--- config.mk ---
export PLATFORM = sky130hd
export DESIGN_NAME = control_sequencer
export DESIGN_NICKNAME = d
export VERILOG_FILES = /design/src/rtl/ctrl_pkg.sv /design/src/rtl/op_decode.sv /design/src/rtl/control_sequencer.sv
export SDC_FILE = /design/constraint.sdc
export NUM_CORES = 1
export LEC_CHECK = 0
export CAP_MARGIN = 30
export CORE_MARGIN = 1
export CORE_UTILIZATION = 22
export CTS_BUF_LIST = sky130_fd_sc_hd__clkbuf_8
export CTS_CLUSTER_SIZE = 12
export DETAILED_ROUTE_END_ITERATION = 16
export PLACE_DENSITY_LB_ADDON = 0.15
export SLEW_MARGIN = 0
export SYNTH_ARGS = -nofsm -noshare
export SYNTH_HDL_FRONTEND = slang
export SYNTH_SLANG_ARGS = --single-unit
--- constraint.sdc ---
create_clock -name clk -period 1 [get_ports clk]
set_input_delay 0.15 -clock clk [delete_from_list [all_inputs] [get_ports clk]]
set_output_delay 0.15 -clock clk [all_outputs]
set_load 0.02 [all_outputs]
--- src/rtl/ctrl_pkg.sv ---
`default_nettype none
// ============================================================================
// Module   : ctrl_pkg
// Brief    : State encoding, opcode constants, ALU_INC and IR field positions
//            for control_sequencer. SEQ_MULDIV_EN adds state T6.
// Revision : 1.0
// ============================================================================
package ctrl_pkg;

    typedef enum logic [3:0] {
        ST_RST    = 4'd0,
        ST_T0     = 4'd1,
        ST_T1     = 4'd2,
        ST_T2     = 4'd3,
        ST_T3     = 4'd4,
        ST_T4     = 4'd5,
        ST_T5     = 4'd6,
`ifdef SEQ_MULDIV_EN
        ST_T6     = 4'd7,
`endif
        ST_HALTED = 4'd8
    } state_t;

    typedef enum logic [2:0] {
        CLS_RR      = 3'd0,
        CLS_MULDIV  = 3'd1,
        CLS_NOP     = 3'd2,
        CLS_HALT    = 3'd3,
        CLS_ILLEGAL = 3'd4
    } op_class_t;

    localparam logic [4:0] OP_ADD  = 5'd3;
    localparam logic [4:0] OP_SUB  = 5'd4;
    localparam logic [4:0] OP_AND  = 5'd5;
    localparam logic [4:0] OP_OR   = 5'd6;
    localparam logic [4:0] OP_ROR  = 5'd7;
    localparam logic [4:0] OP_ROL  = 5'd8;
    localparam logic [4:0] OP_SHR  = 5'd9;
    localparam logic [4:0] OP_SHL  = 5'd10;
    localparam logic [4:0] OP_MUL  = 5'd15;
    localparam logic [4:0] OP_DIV  = 5'd16;
    localparam logic [4:0] OP_NOP  = 5'd26;
    localparam logic [4:0] OP_HALT = 5'd27;

    localparam logic [4:0] ALU_INC = 5'd12;

    localparam int OPC_MSB = 31;
    localparam int OPC_LSB = 27;
    localparam int RA_MSB  = 26;
    localparam int RA_LSB  = 23;
    localparam int RB_MSB  = 22;
    localparam int RB_LSB  = 19;
    localparam int RC_MSB  = 18;
    localparam int RC_LSB  = 15;

endpackage
`default_nettype wire

--- src/rtl/op_decode.sv ---
`default_nettype none
// ============================================================================
// Module   : op_decode
// Brief    : Maps a 5-bit opcode to its sequencing class. Macro SEQ_MULDIV_EN
//            enables the mul/div class; otherwise those opcodes are illegal.
// Revision : 1.0
// ============================================================================
module op_decode
    import ctrl_pkg::*;
(
    input  logic [4:0] opcode,
    output op_class_t  op_class
);

    always_comb begin
        op_class = CLS_ILLEGAL;
        case (opcode)
            OP_ADD, OP_SUB, OP_AND, OP_OR,
            OP_ROR, OP_ROL, OP_SHR, OP_SHL: op_class = CLS_RR;
`ifdef SEQ_MULDIV_EN
            OP_MUL, OP_DIV:                 op_class = CLS_MULDIV;
`endif
            OP_NOP:                         op_class = CLS_NOP;
            OP_HALT:                        op_class = CLS_HALT;
            default:                        op_class = CLS_ILLEGAL;
        endcase
    end

endmodule
`default_nettype wire

--- src/rtl/control_sequencer.sv ---
`default_nettype none
// ============================================================================
// Module   : control_sequencer
// Brief    : Fetch/decode/execute control FSM with combinational strobes.
//            Macro SEQ_MULDIV_EN enables the mul/div T5/T6 sequence.
// Revision : 1.0
// ============================================================================
module control_sequencer
    import ctrl_pkg::*;
(
    input  logic        clk,
    input  logic        clr,
    input  logic [31:0] IR,
    input  logic        Stop,
    output logic        Run,
    output logic        PCout,
    output logic        Zlowout,
    output logic        Zhighout,
    output logic        MDRout,
    output logic        MARin,
    output logic        Zin,
    output logic        PCin,
    output logic        MDRin,
    output logic        IRin,
    output logic        Yin,
    output logic        LOin,
    output logic        HIin,
    output logic        Read,
    output logic        Gra,
    output logic        Grb,
    output logic        Grc,
    output logic        Rin,
    output logic        Rout,
    output logic [4:0]  OpCode,
    output logic        Illegal
);

    state_t     r_state;
    state_t     w_next;
    state_t     w_boundary;
    op_class_t  w_class;
    logic [4:0] w_opcode;
    logic       w_unused_fields;

    assign w_opcode = IR[OPC_MSB:OPC_LSB];
    // Register fields are steered by Gra/Grb/Grc in the datapath, not here.
    assign w_unused_fields = ^{IR[RA_MSB:RA_LSB], IR[RB_MSB:RB_LSB],
                               IR[RC_MSB:RC_LSB], IR[RC_LSB-1:0]};

    op_decode u_op_decode (
        .opcode   (w_opcode),
        .op_class (w_class)
    );

    // Stop is honoured only at instruction boundaries (entry to T0).
    assign w_boundary = Stop ? ST_HALTED : ST_T0;

    always_ff @(posedge clk or posedge clr) begin
        if (clr) r_state <= ST_RST;
        else     r_state <= w_next;
    end

`ifdef SEQ_MULDIV_EN
    logic w_lo_in;
    logic w_hi_in;
    assign LOin = w_lo_in;
    assign HIin = w_hi_in;
`else
    assign LOin = 1'b0;
    assign HIin = 1'b0;
`endif

    always_comb begin
        w_next   = r_state;
        Run      = 1'b0;
        PCout    = 1'b0;
        Zlowout  = 1'b0;
        Zhighout = 1'b0;
        MDRout   = 1'b0;
        MARin    = 1'b0;
        Zin      = 1'b0;
        PCin     = 1'b0;
        MDRin    = 1'b0;
        IRin     = 1'b0;
        Yin      = 1'b0;
        Read     = 1'b0;
        Gra      = 1'b0;
        Grb      = 1'b0;
        Grc      = 1'b0;
        Rin      = 1'b0;
        Rout     = 1'b0;
        OpCode   = 5'd0;
        Illegal  = 1'b0;
`ifdef SEQ_MULDIV_EN
        w_lo_in  = 1'b0;
        w_hi_in  = 1'b0;
`endif
        case (r_state)
            ST_RST: w_next = w_boundary;
            ST_T0: begin
                Run = 1'b1; PCout = 1'b1; MARin = 1'b1; Zin = 1'b1;
                OpCode = ALU_INC;
                w_next = ST_T1;
            end
            ST_T1: begin
                Run = 1'b1; Zlowout = 1'b1; PCin = 1'b1; Read = 1'b1; MDRin = 1'b1;
                w_next = ST_T2;
            end
            ST_T2: begin
                Run = 1'b1; MDRout = 1'b1; IRin = 1'b1;
                case (w_class)
                    CLS_NOP:     w_next = w_boundary;
                    CLS_HALT:    w_next = ST_HALTED;
                    CLS_ILLEGAL: begin
                        Illegal = 1'b1;
                        w_next  = w_boundary;
                    end
                    default:     w_next = ST_T3;
                endcase
            end
            ST_T3: begin
                Run = 1'b1; Grb = 1'b1; Rout = 1'b1; Yin = 1'b1;
                w_next = ST_T4;
            end
            ST_T4: begin
                Run = 1'b1; Grc = 1'b1; Rout = 1'b1; Zin = 1'b1;
                OpCode = w_opcode;
                w_next = ST_T5;
            end
            ST_T5: begin
                Run = 1'b1; Zlowout = 1'b1;
`ifdef SEQ_MULDIV_EN
                if (w_class == CLS_MULDIV) begin
                    w_lo_in = 1'b1;
                    w_next  = ST_T6;
                end else begin
                    Gra = 1'b1; Rin = 1'b1;
                    w_next = w_boundary;
                end
`else
                Gra = 1'b1; Rin = 1'b1;
                w_next = w_boundary;
`endif
            end
`ifdef SEQ_MULDIV_EN
            ST_T6: begin
                Run = 1'b1; Zhighout = 1'b1; w_hi_in = 1'b1;
                w_next = w_boundary;
            end
`endif
            ST_HALTED: w_next = ST_HALTED;
            default:   w_next = ST_RST;
        endcase
    end

endmodule
`default_nettype wire

# Yosys cells after proc, flatten, opt, wreduce, memory -nomap -nowiden
# Memories as Yosys holds them, arrays and structs flattened.
# Cells that the tools add are included.
[word_totals]
regBits = 4
mem_bits_ro = 96
input_bits = 35
out_inout_bits = 25
n_memories = 1
[memory_table]
columns = ["name", "depth", "width", "read_ports", "rd_clocked_by_memory_dff", "write_ports", "line", "rtl"]
rows = [
  ["(name not given)", 32, 3, 1, 0, 0, "op_decode.sv:17", "case (opcode)"],
]
[classes]
eq_ne = 10
n_mux = 16
reduce_logical = 7
[op_table]
columns = ["operator", "n"]
rows = [
  ["one-hot mux 4 bit (7 select lines)", 1],
  ["equality test 4 x 3 -> 1 bit, second input constant", 3],
  ["2-to-1 mux 1 bit", 12],
  ["one-hot mux 5 bit (2 select lines)", 1],
  ["OR reduction 2 bit", 5],
  ["equality test 4 x 2 -> 1 bit, second input constant", 2],
  ["one-hot mux 4 bit (2 select lines)", 1],
  ["equality test 3 x 2 -> 1 bit, second input constant", 2],
  ["OR reduction 6 bit", 1],
  ["equality test 4 x 1 -> 1 bit, second input constant", 1],
  ["equality test 4 bit, second input constant", 1],
  ["zero test 4 bit", 1],
  ["2-to-1 mux 4 bit", 1],
  ["equality test 3 bit, second input constant", 1],
]

# Logic depth before layout (Yosys ltp)
# An unclocked memory read counts as a cell.
[logic_depth]
depth_word = 5
ltp_mapped = 4
mapped_depth_nobuf = 4

# By module
# A second synthesis with hierarchy kept.
[unflattened]
hier_cells = 65
hier_area_um2 = 539.3
[by_module_without_submodules]
columns = ["module", "instances", "cells_each", "area_each_um2"]
rows = [
  ["control_sequencer", 1, 57, 469.2],
  ["op_decode", 1, 8, 70.1],
]

# Least setup slack after synthesis
# No wires, ideal clock.
[synth_timing]
path_kind = "register -> output"
startpoint = "register r_state[0]"
endpoint = "output port PCin"
arrival_time_ns = 1.255
t_required_ns = 0.850
setup_slack_ns = -0.405
path_stages_with_launch = 5
path_buffers = 1
path_cell_list = "dfrtp_1 -> nor2_1 -> nand2_1 -> nor2_1 -> buf_4"
[synth_between]
elab_chain_cells = 2
[synth_rtl]
columns = ["item", "line", "rtl"]
rows = [
  ["start: declaration", "control_sequencer.sv:38", "state_t r_state;"],
  ["start signal: assignment", "control_sequencer.sv:60", "else r_state <= w_next;"],
  ["equality test 4 x 2 -> 1 bit", "-", ""],
  ["2-to-1 mux 1 bit", "-", ""],
  ["end: declaration", "control_sequencer.sv:22", "output logic PCin,"],
]
# Every way passes these cells.

# Worst setup path in the final report
[layout_timing]
startpoint = "register r_state[1]"
endpoint = "output port Run"
[layout_between]
elab_chain_cells = 3
elab_cells_between_ends = 8
[layout_rtl]
columns = ["item", "line", "rtl"]
rows = [
  ["equality test 4 x 2 -> 1 bit (tied with other cells)", "control_sequencer.sv:98", "case (r_state)"],
  ["OR reduction 6 bit (no source line) (*)", "-", ""],
  ["2-to-1 mux 1 bit (*)", "control_sequencer.sv:98", ""],
  ["end: declaration", "control_sequencer.sv:15", "output logic Run,"],
]
# Every way passes the cells marked *; elsewhere a longest branch is shown, timed or not.

==> results.py <==
metrics = {
    "yosys": {
        "synthFlopType": "dfrtp_1",
        "synth_edf_count": 0,
        "synth-seq-cells": 4,
        "yosysSeqAreaShare_pct": 22.5,
        "syn_area_per_cell_um2": 7.16,
        "synth_area_um2": 444,
        "yosysTopAreaCell": "dfrtp_1",
        "async_flop_share_pct": 100,
        "synthTopCellsByArea": "dfrtp_1 23%, buf_4 15%, o21ai_0 6.8%, nor2_1 5.9%, and3_2 5.1%",
        "yosysWarnings": 0,
        "synth_cell_types": 23,
        "ys_top_cells_by_count": "9 x buf_4, 7 x nor2_1, 6 x inv_1, 6 x o21ai_0, 5 x nand2_1",
        "yosysTopAreaCellShare_pct": 22.5,
        "syn_inst": 62,
        "yosysMostFrequentCell": "buf_4",
    },
    "cells_and_area": {
        "largest_registers": "r_state x4",
        "stdcell_count": 140,
        "diodes": 0,
        "layout-drive-gt1-share_pct": 73.0,
        "layout.nets": 151,
        "nFillCells": 168,
        "syn_to_final_growth_pct": 150,
        "largest_register_ffs": 4,
        "largest-register": "r_state",
    },
    "pwr": {
        "total_power_mw": 2.41,
        "cellPowerDensity_mw_per_mm2": 2170,
        "leakage_nw": 0.559,
        "ir_worst_vdd_mv": 1.01,
    },
    "critical_path": {
        "r2r_setup_slack_ps": -340,
        "critPathMaxStageDelay_ps": 420,
        "timing.rr.start": "r_state[1]$_DFF_PP0_",
        "cp.buffers_inverters": 2,
        "worstPathRequired_ps": 850,
        "criticalPathCategory": "reg -> out",
        "endpoint_kind": "primary output",
        "crit_arrival_ps": 1320,
        "startpoint_type": "flip-flop",
        "worst-r2r-cell-count": 6,
        "crit_family": "flip-flops",
        "crit_chain": "buf_6 > or2_4 > o21ai_2 > nor2_1 > buf_4",
        "r2r-end": "r_state[0]$_DFF_PP0_",
        "critPathSlowestCell": "dfrtp_1",
        "cp_max_fo": 3,
    },
    "floorplanning": {
        "fp.dieArea_mm2": 0.00220,
        "die_w_um": 46.9,
        "pin_count": 60,
        "die_y_um": 46.9,
        "initial_utilization_pct": 24.7,
        "rows": 15,
        "core_mm2": 0.00180,
    },
    "cts": {
        "clock_latency_ps": 220,
        "h-tree-depth": 1,
        "clkTransAtPathRegs_ps": 40,
        "clock-sinks": 4,
        "cts_buffer_depth": 2,
        "postCtsHoldBufs": 0,
        "root_buffer": "clkbuf_8",
        "cts_tree": "built",
        "cts_buffers": 3,
    },
    "detailed_routing": {
        "drtIter0Drc": 2,
        "drc": 0,
        "wl_per_cell_um": 10.3,
        "num_vias": 613,
        "dr.pass1.iters": 4,
        "totalWireLength_um": 1440,
        "routed_via_density": 4.38,
        "ant_nets": 0,
    },
    "timing": {
        "fin_crit_ps": 1470,
        "fmax_mhz": 682,
        "skew_ps": 6.00,
        "setup_tns_ps": -9410,
        "final-max-slew-violation-count": 0,
        "setup_viol": 26,
        "finalCritPeriodShare_pct": 147,
        "hold_viol": 0,
        "rsz0062_at_grt": "yes",
        "setup_slack_ps": -466,
    },
    "placed_design": {
        "gp_congestion": 0.766,
        "dp.cells": 128,
        "port_buffers": 29,
        "dp_slack_ps": -930,
        "dp_hpwl_um": 1050,
    },
    "global_route": {
        "grt_max_degree": 9,
        "grtUsageTotal_pct": 14.2,
        "antenna_found_initial": 0,
        "gr-total-overflow": 0,
        "grt_pass1_wl_um": 2150,
        "grt_pass1_vias": 516,
    },
    "flow_run": {
        "maxCapViolCount": 0,
    },
    "outcome": {
        "status": "complete, but fails checks",
        "violations": "negative setup slack",
    },
    "min_path": {
        "hp-class": "in -> async",
    },
}
==> layout by cell type (no fill, tap or decap), drive strengths merged <==
| cell type | count |
|---|---|
| buf | 50 |
| o21ai | 9 |
| inv | 8 |
| nor2 | 7 |
| and3 | 6 |
| nand2 | 6 |
| dlygate4sd2 | 4 |
| dfrtp | 4 |
| conb | 3 |
| clkbuf | 3 |
| clkdlybuf4s50 | 3 |
| a21oi | 3 |
| nand3 | 2 |
| and4bb | 1 |
| a211oi | 1 |
| nor2b | 1 |
| a41oi | 1 |
| or2 | 1 |
| a32o | 1 |
| o2bb2ai | 1 |
==> report_power, final <==
part	internal, mW	total (mW)	switching (mW)
sequential	0.226	0.335	0.109
combinational	0.909	1.71	0.801
clock	0.263	0.361	0.0978
total	1.40	2.41	1.01
==> metal layers <==
layer / share of wire, % / routed length, um / track usage [%]
met2: 53 / 759 / 25.3
met1: 41 / 582 / 16.4
met3: 3.4 / 49 / 2.31
met5: 0 / 0 / 0
met4: 3.1 / 45 / 6.86
==> how the worst max path moves through the flow <==
stage,start,to,slack [ps],cells past startpoint
2_1_floorplan,r_state[0]$_DFF_PP0_,PCin,-200,4
3_3_place_gp,IR[28],Illegal,-910,6
3_5_place_dp,IR[28],Illegal,-930,6
4_1_cts,r_state[3]$_DFF_PP0_,Yin,-460,4
5_1_grt,r_state[1]$_DFF_PP0_,Run,-540,5
6_report,r_state[1]$_DFF_PP0_,Run,-470,5
==> metrics by stage <==
step | utilization [%] | hold slack, ps | area, um^2
after floorplan | - | -84.0 | 529
after global placement | 50.6 | 334 | 911
after detailed placement | 50.6 | 347 | 911
after CTS | 57.1 | 154 | 1030
after global routing | 61.5 | 172 | 1110
final | 61.5 | 149 | 1110
==> repair_timing <==
item,4_1_cts,5_1_grt
gates resized for setup,138,22
pin swaps,7,8
buffers inserted,3,5
endpoints found under the setup margin,26,26
==> area by class of cell <==
| type | count | area [um^2] | share of cell area, % |
|---|---|---|---|
| Timing Repair Buffer | 57 | 542 | 48.9 |
| Multi-Input combinational cell | 43 | 360 | 32.5 |
| Sequential cell | 4 | 101 | 9.14 |
| Clock buffer | 3 | 41.3 | 3.72 |
| Tap cell | 25 | 31.3 | 2.82 |
| Inverter | 7 | 28.8 | 2.60 |
| Clock inverter | 1 | 3.75 | 0.339 |
==> logic make-up (layout without fill, tap and decap cells) <==
group | count (synthesis) | after routing | synth area share [%]
AO/OA/AOI/OAI | 16 | 16 | 24.2
AND/OR/NAND/NOR | 24 | 24 | 30.1
flip-flops | 4 | 4 | 22.5
other | 1 | 3 | 0.844
buffers and inverters | 17 | 68 | 22.3
(Power assumes the default switching activity.)
